--- src/rtl/seq_scan_pkg.sv ---
// seq_scan_pkg: shared types and default sizing for the sequence scanner.
//   DEF_WORD_W : default width of the scanned word
//   DEF_PAT_W  : default width of the target pattern
//   state_t    : controller FSM states (binary encoded)
package seq_scan_pkg;

  localparam int DEF_WORD_W = 16;
  localparam int DEF_PAT_W  = 4;

  typedef enum logic [1:0] {
    ST_IDLE  = 2'd0,
    ST_SHIFT = 2'd1,
    ST_DONE  = 2'd2
  } state_t;

endpackage

--- src/rtl/seq_scan_ctrl_if.sv ---
// seq_scan_ctrl_if: request/result bundle of the sequence scanner.
//   master : start, abort, data_word, pattern, scan_len out; results in
//   slave  : the scanner side (requests in; busy, done, match_count,
//            hit, first_pos out)
interface seq_scan_ctrl_if
  import seq_scan_pkg::*;
#(
  parameter int WORD_W = DEF_WORD_W,
  parameter int PAT_W  = DEF_PAT_W
) ();

  localparam int IDX_W = $clog2(WORD_W);
  localparam int LEN_W = IDX_W + 1;

  logic              start;
  logic              abort;
  logic [WORD_W-1:0] data_word;
  logic [PAT_W-1:0]  pattern;
  logic [LEN_W-1:0]  scan_len;
  logic              busy;
  logic              done;
  logic [LEN_W-1:0]  match_count;
  logic              hit;
  logic [IDX_W-1:0]  first_pos;

  modport master (
    output start, abort, data_word, pattern, scan_len,
    input  busy, done, match_count, hit, first_pos
  );

  modport slave (
    input  start, abort, data_word, pattern, scan_len,
    output busy, done, match_count, hit, first_pos
  );

endinterface

--- src/rtl/scan_window_match.sv ---
// scan_window_match: sliding window over the serial bit stream.
//   clk, rst    : clock, synchronous active-high reset
//   clear_i     : empty the window (new scan or abort)
//   shift_i     : bit_i is valid this cycle and is shifted in
//   bit_i       : incoming bit (oldest bits end up at the window MSB)
//   pattern_i   : target pattern, MSB = oldest bit
//   match_o     : the bit shifted in this cycle completes a match
// Build option: SEQ_SCAN_OVERLAP_EN defined lets matches overlap; when
// undefined the fill counter restarts after every match.
module scan_window_match
  import seq_scan_pkg::*;
#(
  parameter int PAT_W = DEF_PAT_W
) (
  input  logic             clk,
  input  logic             rst,
  input  logic             clear_i,
  input  logic             shift_i,
  input  logic             bit_i,
  input  logic [PAT_W-1:0] pattern_i,
  output logic             match_o
);

  localparam int FILL_W = $clog2(PAT_W + 1);

  logic [PAT_W-1:0]  win_q, win_d;
  logic [FILL_W-1:0] fill_q, fill_d;
  logic              match;

  // Match is judged on the window as it will look after this shift, so the
  // bit arriving this cycle can complete a match in the same cycle.
  always_comb begin
    win_d  = {win_q[PAT_W-2:0], bit_i};
    fill_d = (fill_q == FILL_W'(PAT_W)) ? fill_q : fill_q + FILL_W'(1);
    match  = shift_i && (fill_d == FILL_W'(PAT_W)) && (win_d == pattern_i);
  end

  always_ff @(posedge clk) begin
    if (rst || clear_i) begin
      win_q  <= '0;
      fill_q <= '0;
    end else if (shift_i) begin
      win_q <= win_d;
`ifdef SEQ_SCAN_OVERLAP_EN
      fill_q <= fill_d;
`else
      fill_q <= match ? '0 : fill_d;
`endif
    end
  end

  assign match_o = match;

endmodule

--- src/rtl/seq_scan_ctrl.sv ---
// seq_scan_ctrl: scans a captured word MSB first for a bit pattern and
// reports match count, hit flag and index of the first match.
//   clk, rst : clock, synchronous active-high reset
//   bus      : seq_scan_ctrl_if.slave (start/abort/data_word/pattern/
//              scan_len in; busy/done/match_count/hit/first_pos out)
// Build option: SEQ_SCAN_OVERLAP_EN (handled in scan_window_match).
module seq_scan_ctrl
  import seq_scan_pkg::*;
#(
  parameter int WORD_W = DEF_WORD_W,
  parameter int PAT_W  = DEF_PAT_W
) (
  input  logic             clk,
  input  logic             rst,
  seq_scan_ctrl_if.slave   bus
);

  localparam int IDX_W = $clog2(WORD_W);
  localparam int LEN_W = IDX_W + 1;

  state_t            state_q;
  logic [WORD_W-1:0] word_q;
  logic [PAT_W-1:0]  pat_q;
  logic [LEN_W-1:0]  len_q, len_d;
  logic [IDX_W-1:0]  idx_q;
  logic [LEN_W-1:0]  cnt_q, cnt_d;
  logic              found_q;
  logic [IDX_W-1:0]  first_q, first_d;
  logic              busy_q, done_q, hit_q;
  logic [LEN_W-1:0]  match_count_q;
  logic [IDX_W-1:0]  first_pos_q;
  logic              accept, abort_shift, shift_en, win_match, last_bit;

  assign accept      = (state_q == ST_IDLE) && bus.start;
  assign abort_shift = (state_q == ST_SHIFT) && bus.abort;
  assign shift_en    = (state_q == ST_SHIFT) && !bus.abort;

  always_comb begin
    len_d    = (bus.scan_len > LEN_W'(WORD_W)) ? LEN_W'(WORD_W) : bus.scan_len;
    last_bit = ({1'b0, idx_q} + LEN_W'(1)) == len_q;
    // Final results include a match completed by the last shifted bit.
    cnt_d    = cnt_q + LEN_W'(win_match);
    first_d  = found_q ? first_q : (win_match ? idx_q : '0);
  end

  scan_window_match #(.PAT_W(PAT_W)) u_window (
    .clk       (clk),
    .rst       (rst),
    .clear_i   (accept || abort_shift),
    .shift_i   (shift_en),
    .bit_i     (word_q[WORD_W-1]),
    .pattern_i (pat_q),
    .match_o   (win_match)
  );

  always_ff @(posedge clk) begin
    if (rst) begin
      state_q       <= ST_IDLE;
      word_q        <= '0;
      pat_q         <= '0;
      len_q         <= '0;
      idx_q         <= '0;
      cnt_q         <= '0;
      found_q       <= 1'b0;
      first_q       <= '0;
      busy_q        <= 1'b0;
      done_q        <= 1'b0;
      hit_q         <= 1'b0;
      match_count_q <= '0;
      first_pos_q   <= '0;
    end else begin
      case (state_q)
        ST_IDLE: begin
          if (bus.start) begin
            word_q  <= bus.data_word;
            pat_q   <= bus.pattern;
            len_q   <= len_d;
            idx_q   <= '0;
            cnt_q   <= '0;
            found_q <= 1'b0;
            first_q <= '0;
            if (len_d == '0) begin
              state_q       <= ST_DONE;
              done_q        <= 1'b1;
              match_count_q <= '0;
              hit_q         <= 1'b0;
              first_pos_q   <= '0;
            end else begin
              state_q <= ST_SHIFT;
              busy_q  <= 1'b1;
            end
          end
        end
        ST_SHIFT: begin
          if (bus.abort) begin
            state_q       <= ST_IDLE;
            busy_q        <= 1'b0;
            match_count_q <= '0;
            hit_q         <= 1'b0;
            first_pos_q   <= '0;
          end else begin
            word_q <= {word_q[WORD_W-2:0], 1'b0};
            idx_q  <= idx_q + IDX_W'(1);
            cnt_q  <= cnt_d;
            if (win_match && !found_q) begin
              found_q <= 1'b1;
              first_q <= idx_q;
            end
            if (last_bit) begin
              state_q       <= ST_DONE;
              busy_q        <= 1'b0;
              done_q        <= 1'b1;
              match_count_q <= cnt_d;
              hit_q         <= (cnt_d != '0);
              first_pos_q   <= first_d;
            end
          end
        end
        default: begin
          state_q <= ST_IDLE;
          done_q  <= 1'b0;
        end
      endcase
    end
  end

  assign bus.busy        = busy_q;
  assign bus.done        = done_q;
  assign bus.match_count = match_count_q;
  assign bus.hit         = hit_q;
  assign bus.first_pos   = first_pos_q;

endmodule

--- src/flat_wrapper.sv ---
// flat-port wrapper written by rule: the top's interface ports become plain ports
module seq_scan_ctrl_flat import seq_scan_pkg::*;
#(
  parameter int WORD_W = DEF_WORD_W,
  parameter int PAT_W  = DEF_PAT_W
)
  (clk, rst, bus_start, bus_abort, bus_data_word, bus_pattern, bus_scan_len, bus_busy, bus_done, bus_match_count, bus_hit, bus_first_pos);
  seq_scan_ctrl_if #(.WORD_W(WORD_W), .PAT_W(PAT_W)) bus_i ();
  input  logic clk;
  input  logic rst;
  input wire logic [$bits(bus_i.start)-1:0] bus_start;
  input wire logic [$bits(bus_i.abort)-1:0] bus_abort;
  input wire logic [$bits(bus_i.data_word)-1:0] bus_data_word;
  input wire logic [$bits(bus_i.pattern)-1:0] bus_pattern;
  input wire logic [$bits(bus_i.scan_len)-1:0] bus_scan_len;
  output wire logic [$bits(bus_i.busy)-1:0] bus_busy;
  output wire logic [$bits(bus_i.done)-1:0] bus_done;
  output wire logic [$bits(bus_i.match_count)-1:0] bus_match_count;
  output wire logic [$bits(bus_i.hit)-1:0] bus_hit;
  output wire logic [$bits(bus_i.first_pos)-1:0] bus_first_pos;
  assign bus_i.start = bus_start;
  assign bus_i.abort = bus_abort;
  assign bus_i.data_word = bus_data_word;
  assign bus_i.pattern = bus_pattern;
  assign bus_i.scan_len = bus_scan_len;
  assign bus_busy = bus_i.busy;
  assign bus_done = bus_i.done;
  assign bus_match_count = bus_i.match_count;
  assign bus_hit = bus_i.hit;
  assign bus_first_pos = bus_i.first_pos;
  seq_scan_ctrl #(.WORD_W(WORD_W), .PAT_W(PAT_W)) u_core (.clk(clk), .rst(rst), .bus(bus_i));
endmodule
--- config.mk ---
export PLATFORM = sky130hd
export DESIGN_NAME = seq_scan_ctrl_flat
export DESIGN_NICKNAME = d
export VERILOG_FILES = /design/src/rtl/seq_scan_pkg.sv /design/src/rtl/seq_scan_ctrl_if.sv /design/src/rtl/scan_window_match.sv /design/src/rtl/seq_scan_ctrl.sv /design/src/flat_wrapper.sv
export SDC_FILE = /design/constraint.sdc
export NUM_CORES = 1
export LEC_CHECK = 0
export CAP_MARGIN = 10
export CORE_AREA = 2 2 75 77
export DETAILED_ROUTE_END_ITERATION = 6
export DIE_AREA = 0 0 77 79
export GPL_ROUTABILITY_DRIVEN = 0
export PLACE_DENSITY_LB_ADDON = 0.3
export RECOVER_POWER = 100
export SLEW_MARGIN = 20
export SYNTH_ARGS = -nofsm -noshare
export SYNTH_HDL_FRONTEND = slang
export SYNTH_SLANG_ARGS = --single-unit
--- constraint.sdc ---
create_clock -name clk -period 3.6 [get_ports clk]
set_input_delay 0.72 -clock clk [delete_from_list [all_inputs] [get_ports clk]]
set_output_delay 0.72 -clock clk [all_outputs]
set_load 0.005 [all_outputs]
After elaboration in Yosys (flattened, before gate mapping) --
Cells that the tools add are included.
Storage, ports and cells: flip-flop bits (word level) 59, input bits 29, word-level logic and storage cells 104
Cells by class: $add $sub $neg 4, magnitude comparators 1, equal/unequal tests 12, mux-type cells 51, reduce and logical (&&, ||, !) cells 21
Operators by type and width (count):
- 2-to-1 mux 4 bit | 10
- 2-to-1 mux 5 bit | 7
- 2-to-1 mux 16 bit | 2
- one-hot mux 16 bit (2 select lines) | 1
- one-hot mux 4 bit (2 select lines) | 3
- one-hot mux 5 bit (2 select lines) | 2
- AND reduction 4 bit | 4
- 2-to-1 mux 1 bit | 15
- inequality test 2 bit, second input constant | 5
- 2-to-1 mux 2 bit | 4
- one-hot mux 1 bit (2 select lines) | 4
- == test 3 bit, second input constant | 2
- logical AND 1 bit | 6
- 2-to-1 mux 3 bit | 2
- adder 4 x 1 -> 5 bit, second input constant | 1
- adder 5 x 1 -> 5 bit | 1
- == test 5 bit | 1
- > comparator 5 bit, second input constant | 1
- logical NOT 5 bit | 1
- nonzero test 5 bit | 1
- adder 4 x 1 -> 4 bit, second input constant | 1
- == test 4 bit | 1
- one-hot mux 2 bit (2 select lines) | 1
- AND reduction 2 bit | 2
- other kinds (9) | 11

Depth between registers and ports, before layout --
Gate-level depths: netlist of run 1.
word-level depth 10, depth in mapped cells 12

Cells and area by module --
A second synthesis of run 1 with hierarchy kept.
Second synthesis, totals: cells, all modules 342, area, all modules 2793.9 sq um
By module, submodules not included:
- seq_scan_ctrl | times used 1, cells each 301, area each 2418.6 sq um
- scan_window_match | times used 1, cells each 41, area each 375.4 sq um

Least setup slack after synthesis of run 1 --
Ideal clock, no wire load.
path kind register to register, start register u_core.u_window.fill_q[0], end register u_core.hit_q (netlist: u_core.bus.hit), library setup time 0.070 ns, arrival 2.674 ns, path slack 0.856 ns, stages on the path, launching flop included 12, cell sequence dfxtp_1 inv_1 ha_1 or4_1 nor3_1 ha_1 ha_1 nor3_1 a31oi_1 nor4b_1 or4_1 a21oi_1
Between the ends: word-level cells in the longest chain between the ends 10, elaborated cells between the ends (all ways) 11, classes of those cells add/sub: 2; eq/ne: 2; mux: 4; reduce/logical: 3
RTL lines:
- from (decl) | line scan_window_match.sv:27 | logic [FILL_W-1:0] fill_q, fill_d;
- from (signal assigned) | line scan_window_match.sv:47 | fill_q <= match ? '0 : fill_d;
- adder 3 x 1 -> 3 bit / == test 3 bit (equally long branches) | line scan_window_match.sv:34 | fill_d = (fill_q == FILL_W'(PAT_W)) ? fill_q : fill_q + FILL_W'(1);
- 2-to-1 mux 3 bit (*) | line scan_window_match.sv:34
- == test 3 bit (*) | line scan_window_match.sv:35 | match = shift_i && (fill_d == FILL_W'(PAT_W)) && (win_d == pattern_i);
- logical AND 1 bit (*) (2 in a row) | line scan_window_match.sv:35
- adder 5 x 1 -> 5 bit (*) | line seq_scan_ctrl.sv:42 | cnt_d = cnt_q + LEN_W'(win_match);
- nonzero test 5 bit (*) | line seq_scan_ctrl.sv:114 | hit_q <= (cnt_d != '0);
- 2-to-1 mux 1 bit (*) | line seq_scan_ctrl.sv:109 | if (last_bit) begin
- 2-to-1 mux 1 bit (*) | line seq_scan_ctrl.sv:95 | if (bus.abort) begin
- one-hot mux 1 bit (2 select lines) (*) | line seq_scan_ctrl.sv:72 | case (state_q)
- to (signal assigned) | line seq_scan_ctrl.sv:114
- to (decl) | line seq_scan_ctrl.sv:29 | logic busy_q, done_q, hit_q;
Every way passes the cells marked *; elsewhere a longest branch is shown, timed or not. The select of a mux whose other input is x is not followed. A chain may end at the register's enable or synchronous reset.

Worst setup path after layout of run 1 --
start input port bus_abort, end register u_core.hit_q (netlist: u_core.bus.hit)
Between the ends: word-level cells in the longest chain between the ends 9, elaborated cells between the ends (all ways) 11, classes of those cells add/sub: 1; eq/ne: 1; mux: 3; reduce/logical: 6
RTL lines:
- from (decl) | line flat_wrapper.sv:12 | input wire logic [$bits(bus_i.abort)-1:0] bus_abort;
- logical NOT 1 bit | line seq_scan_ctrl.sv:36 | assign shift_en = (state_q == ST_SHIFT) && !bus.abort;
- logical AND 1 bit | line seq_scan_ctrl.sv:36
- logical AND 1 bit (2 in a row) | line scan_window_match.sv:35
- adder 5 x 1 -> 5 bit | line seq_scan_ctrl.sv:42
- nonzero test 5 bit | line seq_scan_ctrl.sv:114
- 2-to-1 mux 1 bit | line seq_scan_ctrl.sv:109
- 2-to-1 mux 1 bit | line seq_scan_ctrl.sv:95
- one-hot mux 1 bit (2 select lines) | line seq_scan_ctrl.sv:72
Several ways; a longest one is shown, not always the timed one. The select of a mux whose other input is x is not followed.

==> impl_metrics.toml, run 1 <==
[worst_setup_path]
crit_chain = "dlygate4sd3_1, nor3b_1, nand2_1, nor3_1, ha_1, ha_1, nor3_1, a31oi_1, nor4b_1, or4_1, a21oi_1"
end_kind = "register"
r2r-start = "u_core.u_window.fill_q[0]$_SDFFE_PP0P_"
r2r_end = "u_core.bus.hit$_SDFFE_PP0P_"
arrival_ps = 3280
worstSetupPathType = "in2reg"
cp.required_ps = 3860
crit_slowest_cell = "dlygate4sd3_1"
r2r_slack_ps = 630
start_kind = "input port"
startpoint = "bus_abort"
crit_fanout = 7
endpoint = "u_core.bus.hit$_SDFFE_PP0P_"
r2r_cells = 11
crit_path_max_incr_delay_ps = 620

[min_path]
hp-start = "u_core.bus.match_count[0]$_SDFFE_PP0P_"
whs_path_depth = 2
hp-class = "reg2reg"

[power]
ir_drop_mv = 0.229
p_leak_nw = 1.26
p_total_w = 0.00141
power_density_nw_per_um2 = 421

[yosys]
yosysMostFrequentCell = "nand2_1"
yosys.area.top_type = "dfxtp_1"
synth_fp_nets = 377
ys_types = 44
yosys_warnings = 0
netlist_area_sq_um = 2770
synth_edf_count = 0
synth-seq-cells = 59
netlist.area_leader.share_pct = 42.7
synth_top_flop_cell = "dfxtp_1"
seq_area_frac_synth_pct = 42.7
netlist_top_cells_count = "66 x nand2_1, 59 x dfxtp_1, 40 x a21oi_1, 39 x nor2_1, 19 x a311oi_1"
syn_avg_cell_area_sq_um = 8.07
syn_inst = 343
async_flop_share_pct = 0
synth_area_leaders = "dfxtp_1 43%, nand2_1 9.0%, a21oi_1 7.2%"

[sta]
timing.fmax_ghz = 0.331
period_needed_ps = 3020
slew_viol_final = 0
totalNegativeSetupSlack_ps = 0
setup_viol = 0
layout_setup_ws_ps = 577
hold-worst-slack_ps = 461
skew_ps = 9.01
rsz0062_at_grt = "false"
maxSlewHeadroom_pct = 35.6
final-hold-violation-count = 0
worst_pin_slew_ps = 966
timing.final.crit_share_pct = 84.0

[global_routing]
grt_pass1_vias = 2285
grt_pass1_wl_um = 10600
grt_start_max_net_pins = 56
busiest_layer = "met2"
use_met3_pct = 5.80
overflow = 0
track_usage_pct = 22.3
use_met1_pct = 28.1
grtUsageMet2_pct = 36.7
antenna_found_initial = 0

[final_layout]
drive_gt1_share_pct = 6.54
num_antenna_cells = 0
fin_area_sq_um = 3340
area.growth.synth_to_final_pct = 20.8
final_net_count = 412

[drt]
drt-total-wl_um = 6360
drt-pass1-iter-count = 4
antenna_left = 0
vias = 2503
wl_per_cell_um = 14.0
viasPerCell = 5.51
drcViolationCount = 0
drt-initial-drc-count = 117

[clock_tree]
cts_setup_buffers = 0
cts_root_buffer = "clkbuf_8"
cts-resized-gates = 0
cts_tree = "built"
clk_pin_slew_worst_paths_ps = 60
ctsHoldBuffers = 0
cts_made_buffers = 9
htree_levels = 3
cts_buffer_depth = 2
cts_sinks = 59
clk_latency_ps = 340

[floorplanning]
initial_core_util_pct = 51.9
core_sq_um = 5340
fp.dieH_um = 79
ioPinCount = 41
dieArea_sq_um = 6080
chipWidth_um = 77
rows = 27

[run]
cap_viol_max_count = 0

[outcome]
run_status = "completed"

[placed_design]
place_area_sq_um = 3210
dp_slack_ps = 367
port_buffers = 40
dp_hpwl_um = 4350
[sequential cells by signal, summed over array words and instances (netlist names)]
signal / flops
u_core.word_q: 16
u_core.bus.match_count: 5
u_core.cnt_q: 5
u_core.len_q: 5
u_core.bus.first_pos: 4
u_core.first_q: 4
u_core.idx_q: 4
u_core.pat_q: 4
u_core.u_window.fill_q: 3
u_core.u_window.win_q: 3
u_core.state_q: 2
u_core.bus.busy: 1
u_core.bus.done: 1
u_core.bus.hit: 1
u_core.found_q: 1
[worst min-delay path by stage]
stage | end | slack [ps]
global route | u_core.word_q[3]$_SDFFE_PP0P_ | 490
floorplan | u_core.cnt_q[0]$_SDFFE_PP0P_ | 440
global placement | u_core.bus.match_count[1]$_SDFFE_PP0P_ | 450
finish | u_core.bus.match_count[0]$_SDFFE_PP0P_ | 460
CTS | u_core.bus.match_count[0]$_SDFFE_PP0P_ | 470
detailed placement | u_core.bus.match_count[0]$_SDFFE_PP0P_ | 460
[layout by cell type, fill, tap and decap left out, types with 9 or more instances in the layout]
cell and instances:
a21oi_1 40, a311oi_1 19, clkbuf_8 10, clkdlybuf4s50_1 24
dfxtp_1 59, dlygate4sd3_1 15, nand2_1 66, nand3_1 9
nor2_1 39, o21ai_0 16
[per-stage QoR]
step	instances	util, %
finish	454	62.6
global route	454	62.6
CTS	454	63.2
detailed placement	439	60.2
global placement	439	60.2
floorplan	343	-
[area by class of cell]
cell class | count | area, sq um
tap | 72 | 90.1
sequential | 59 | 1180
timing repair buffer | 46 | 434
clock buffer | 12 | 145
clock inverter | 3 | 15.0
fill | 514 | 2000
inverter | 7 | 26.3
multi-input combinational | 255 | 1450
[worst max-delay path, delay by kind of cell]
kind,cells,cell delay [ps]
compound gates,2,270
fa+ha+maj,2,490
simple gates,6,1160
buf+inv,1,620
[power breakdown]
part | total, W | leakage, nW | internal, W | switching [W]
combinational | 0.000194 | 0.694 | 0.0000849 | 0.000110
sequential | 0.000708 | 0.482 | 0.000686 | 0.0000216
clock | 0.000503 | 0.0860 | 0.000261 | 0.000242
[metal layers]
| layer | part of all wire [%] | wire length, um | up-vias |
|---|---|---|---|
| met1 | 46 | 2930 | 1170 |
| met2 | 48 | 3050 | 45 |
| met3 | 4.5 | 285 | 7 |
| met5 | 0 | 0 | - |
| li1 | - | - | 1281 |
| met4 | 1.4 | 86 | 0 |
[kinds of logic after synthesis]
group / after synthesis / synth area share [%]
AO/OA/AOI/OAI: 93 / 22.5
adder cells (fa/ha/maj): 5 / 2.26
buffers and inverters: 29 / 4.07
flip-flops: 59 / 42.7
XOR/XNOR: 14 / 4.43
AND/OR/NAND/NOR: 143 / 24.1
(Power assumes the default switching activity.)
==> inputs of run 2 (changes only) <==
==> constraint.sdc (replaced) <==
create_clock -name clk -period 2.9 [get_ports clk]
set_input_delay 0.58 -clock clk [delete_from_list [all_inputs] [get_ports clk]]
set_output_delay 0.58 -clock clk [all_outputs]
set_load 0.005 [all_outputs]
==> run 2 against run 1 <==
Net effect:
- clock power rose by 32%
- combinational power rose by 34%
- final area rose by 3.3%
- sequential share of layout area fell by 1.0 points
- wire length rose by 3.5%
- clock-buffer cell count rose by 2
- worst setup slack got worse by 430 ps
- hold slack got worse by 4.9 ps
- non-clock buffer count rose by 8
- flip-flop and latch count did not move
- die area did not move
- final cell count rose by 2.0%
==> impl_metrics.toml, run 2 (synthesis results as in run 1) <==
[worst_setup_path]
cp.required_ps = 3090
end_kind = "register"
cpLargestDelayFamily = "buffers and inverters"
worstSetupPathType = "in2reg"
crit_chain = "dlygate4sd3_1, or3b_1, clkbuf_1, nand2_1, buf_6, and3_1, a21oi_1, nor2_1"
critPathBufInv = 3
arrival_ps = 2950
crit_slowest_cell = "dlygate4sd3_1"
r2r_slack_ps = 160
crit_path_max_incr_delay_ps = 570
crit_fanout = 25
start_kind = "input port"

[drt]
vias = 2567
drt-pass1-iter-count = 5
viasPerCell = 5.54
wl_per_cell_um = 14.2
drt-total-wl_um = 6580
drt-initial-drc-count = 131
drcViolationCount = 0
antenna_left = 0

[final_layout]
final_common_cell = "nand2_1"
final_net_count = 420
max_flop_register = "u_core.word_q"
final_cell_mix = "66 x nand2_1, 58 x dfxtp_1, 39 x a21oi_1, 39 x nor2_1, 24 x clkdlybuf4s50_1"
num_antenna_cells = 0
nFillCells = 476
regArea_sq_um = 1180
multi_input_area_sq_um = 1490
area.growth.synth_to_final_pct = 24.7
fin_util_pct = 64.7
largest_reg_flops = 16
drive_gt1_share_pct = 8.95

[clock_tree]
cts_sinks = 59
cts_made_buffers = 9
ctsHoldBuffers = 0
cts_tree = "built"
htree_levels = 3
cts_buffer_depth = 2
cts_root_buffer = "clkbuf_8"
clk_latency_ps = 340
clk_pin_slew_worst_paths_ps = 60

[sta]
skew_ps = 8.68
timing.final.crit_share_pct = 95.1
slew_viol_final = 0
worst_pin_slew_ps = 965
maxSlewHeadroom_pct = 35.7
final-hold-violation-count = 0
timing.fmax_ghz = 0.363
setup_viol = 0
period_needed_ps = 2760

[power]
p_leak_nw = 1.30
ir_drop_mv = 0.384
power_density_nw_per_um2 = 522
p_total_w = 0.00180

[floorplanning]
rows = 27
ioPinCount = 41
chipWidth_um = 77
fp.dieH_um = 79
dieArea_sq_um = 6080
initial_core_util_pct = 51.9
core_sq_um = 5340

[outcome]
run_status = "completed"

[global_routing]
track_usage_pct = 22.5
overflow = 0
antenna_found_initial = 0
grt_pass1_vias = 2287
grt_pass1_wl_um = 10700
grt_start_max_net_pins = 56

[run]
cap_viol_max_count = 0

[placed_design]
port_buffers = 40
dp_hpwl_um = 4380

[min_path]
hp-class = "reg2reg"
run 2: layout make-up:
class / count / area share (%)
Multi-Input combinational cell: 255 / 43.2
Sequential cell: 59 / 34.3
Timing Repair Buffer: 54 / 14.1
Clock buffer: 14 / 4.71
Tap cell: 72 / 2.61
Inverter: 7 / 0.761
Clock inverter: 2 / 0.290
run 2: per-stage QoR:
step	hold slack [ps]	instance area [sq um]	setup TNS (ps)	cells	worst slack (ps)
after global routing	485	3450	-22.4	463	-22.4
after floorplan	441	2770	0	343	156
after detailed placement	458	3280	0	447	43.0
after global placement	454	3280	0	447	103
after CTS	465	3460	0	463	6.22
final	456	3450	0	463	143
run 2: path summary, 6_finish.rpt:
kind / from / to / depth (start not counted)
hold reg to reg: u_core.bus.match_count[0]$_SDFFE_PP0P_ / u_core.bus.match_count[0]$_SDFFE_PP0P_ / 2
setup reg to reg: u_core.u_window.fill_q[0]$_SDFFE_PP0P_ / u_core.bus.hit$_SDFFE_PP0P_ / 12
setup / recovery: bus_abort / u_core.idx_q[1]$_SDFFE_PP0P_ / 8
hold / removal: u_core.bus.match_count[0]$_SDFFE_PP0P_ / u_core.bus.match_count[0]$_SDFFE_PP0P_ / 2
run 2: routing by layer:
layer  up-vias  track usage, %  wire length (um)
met4         0            10.5               119
met1      1183            30.1              2950
met3        11            5.80               411
met5         -               0                 0
li1       1302               -                 -
met2        71            34.3              3100
run 2: where the power goes:
group | switching, W | total, W | internal, W
clock | 0.000310 | 0.000665 | 0.000355
combinational | 0.000144 | 0.000260 | 0.000115
sequential | 0.0000266 | 0.000877 | 0.000851
total | 0.000481 | 0.00180 | 0.00132
run 2: what timing repair did:
| item | in CTS | in global routing |
|---|---|---|
| setup buffers | 0 | 0 |
| gates resized for setup | 0 | 8 |
| endpoints found under the setup margin | 0 | 6 |
run 2: worst reg2reg max path: stages, from the launching register on:
cell	delay (ps)
dfxtp_4	380
inv_1	50
ha_2	200
or3b_1	400
a31o_4	280
nor3_4	190
ha_1	200
ha_1	180
nor3_1	50
a31oi_1	140
nor4b_1	60
or4_1	420
a21oi_2	120
==> inputs of run 3 (changes only) <==
--- a/config.mk
+++ b/config.mk
@@ -12,7 +12,7 @@
 export GPL_ROUTABILITY_DRIVEN = 0
 export PLACE_DENSITY_LB_ADDON = 0.3
 export RECOVER_POWER = 100
-export SLEW_MARGIN = 20
+export SLEW_MARGIN = 15
 export SYNTH_ARGS = -nofsm -noshare
 export SYNTH_HDL_FRONTEND = slang
 export SYNTH_SLANG_ARGS = --single-unit
==> results of run 3 <==
Same layout as run 2: the final DEF is identical, and so are final timing and power.
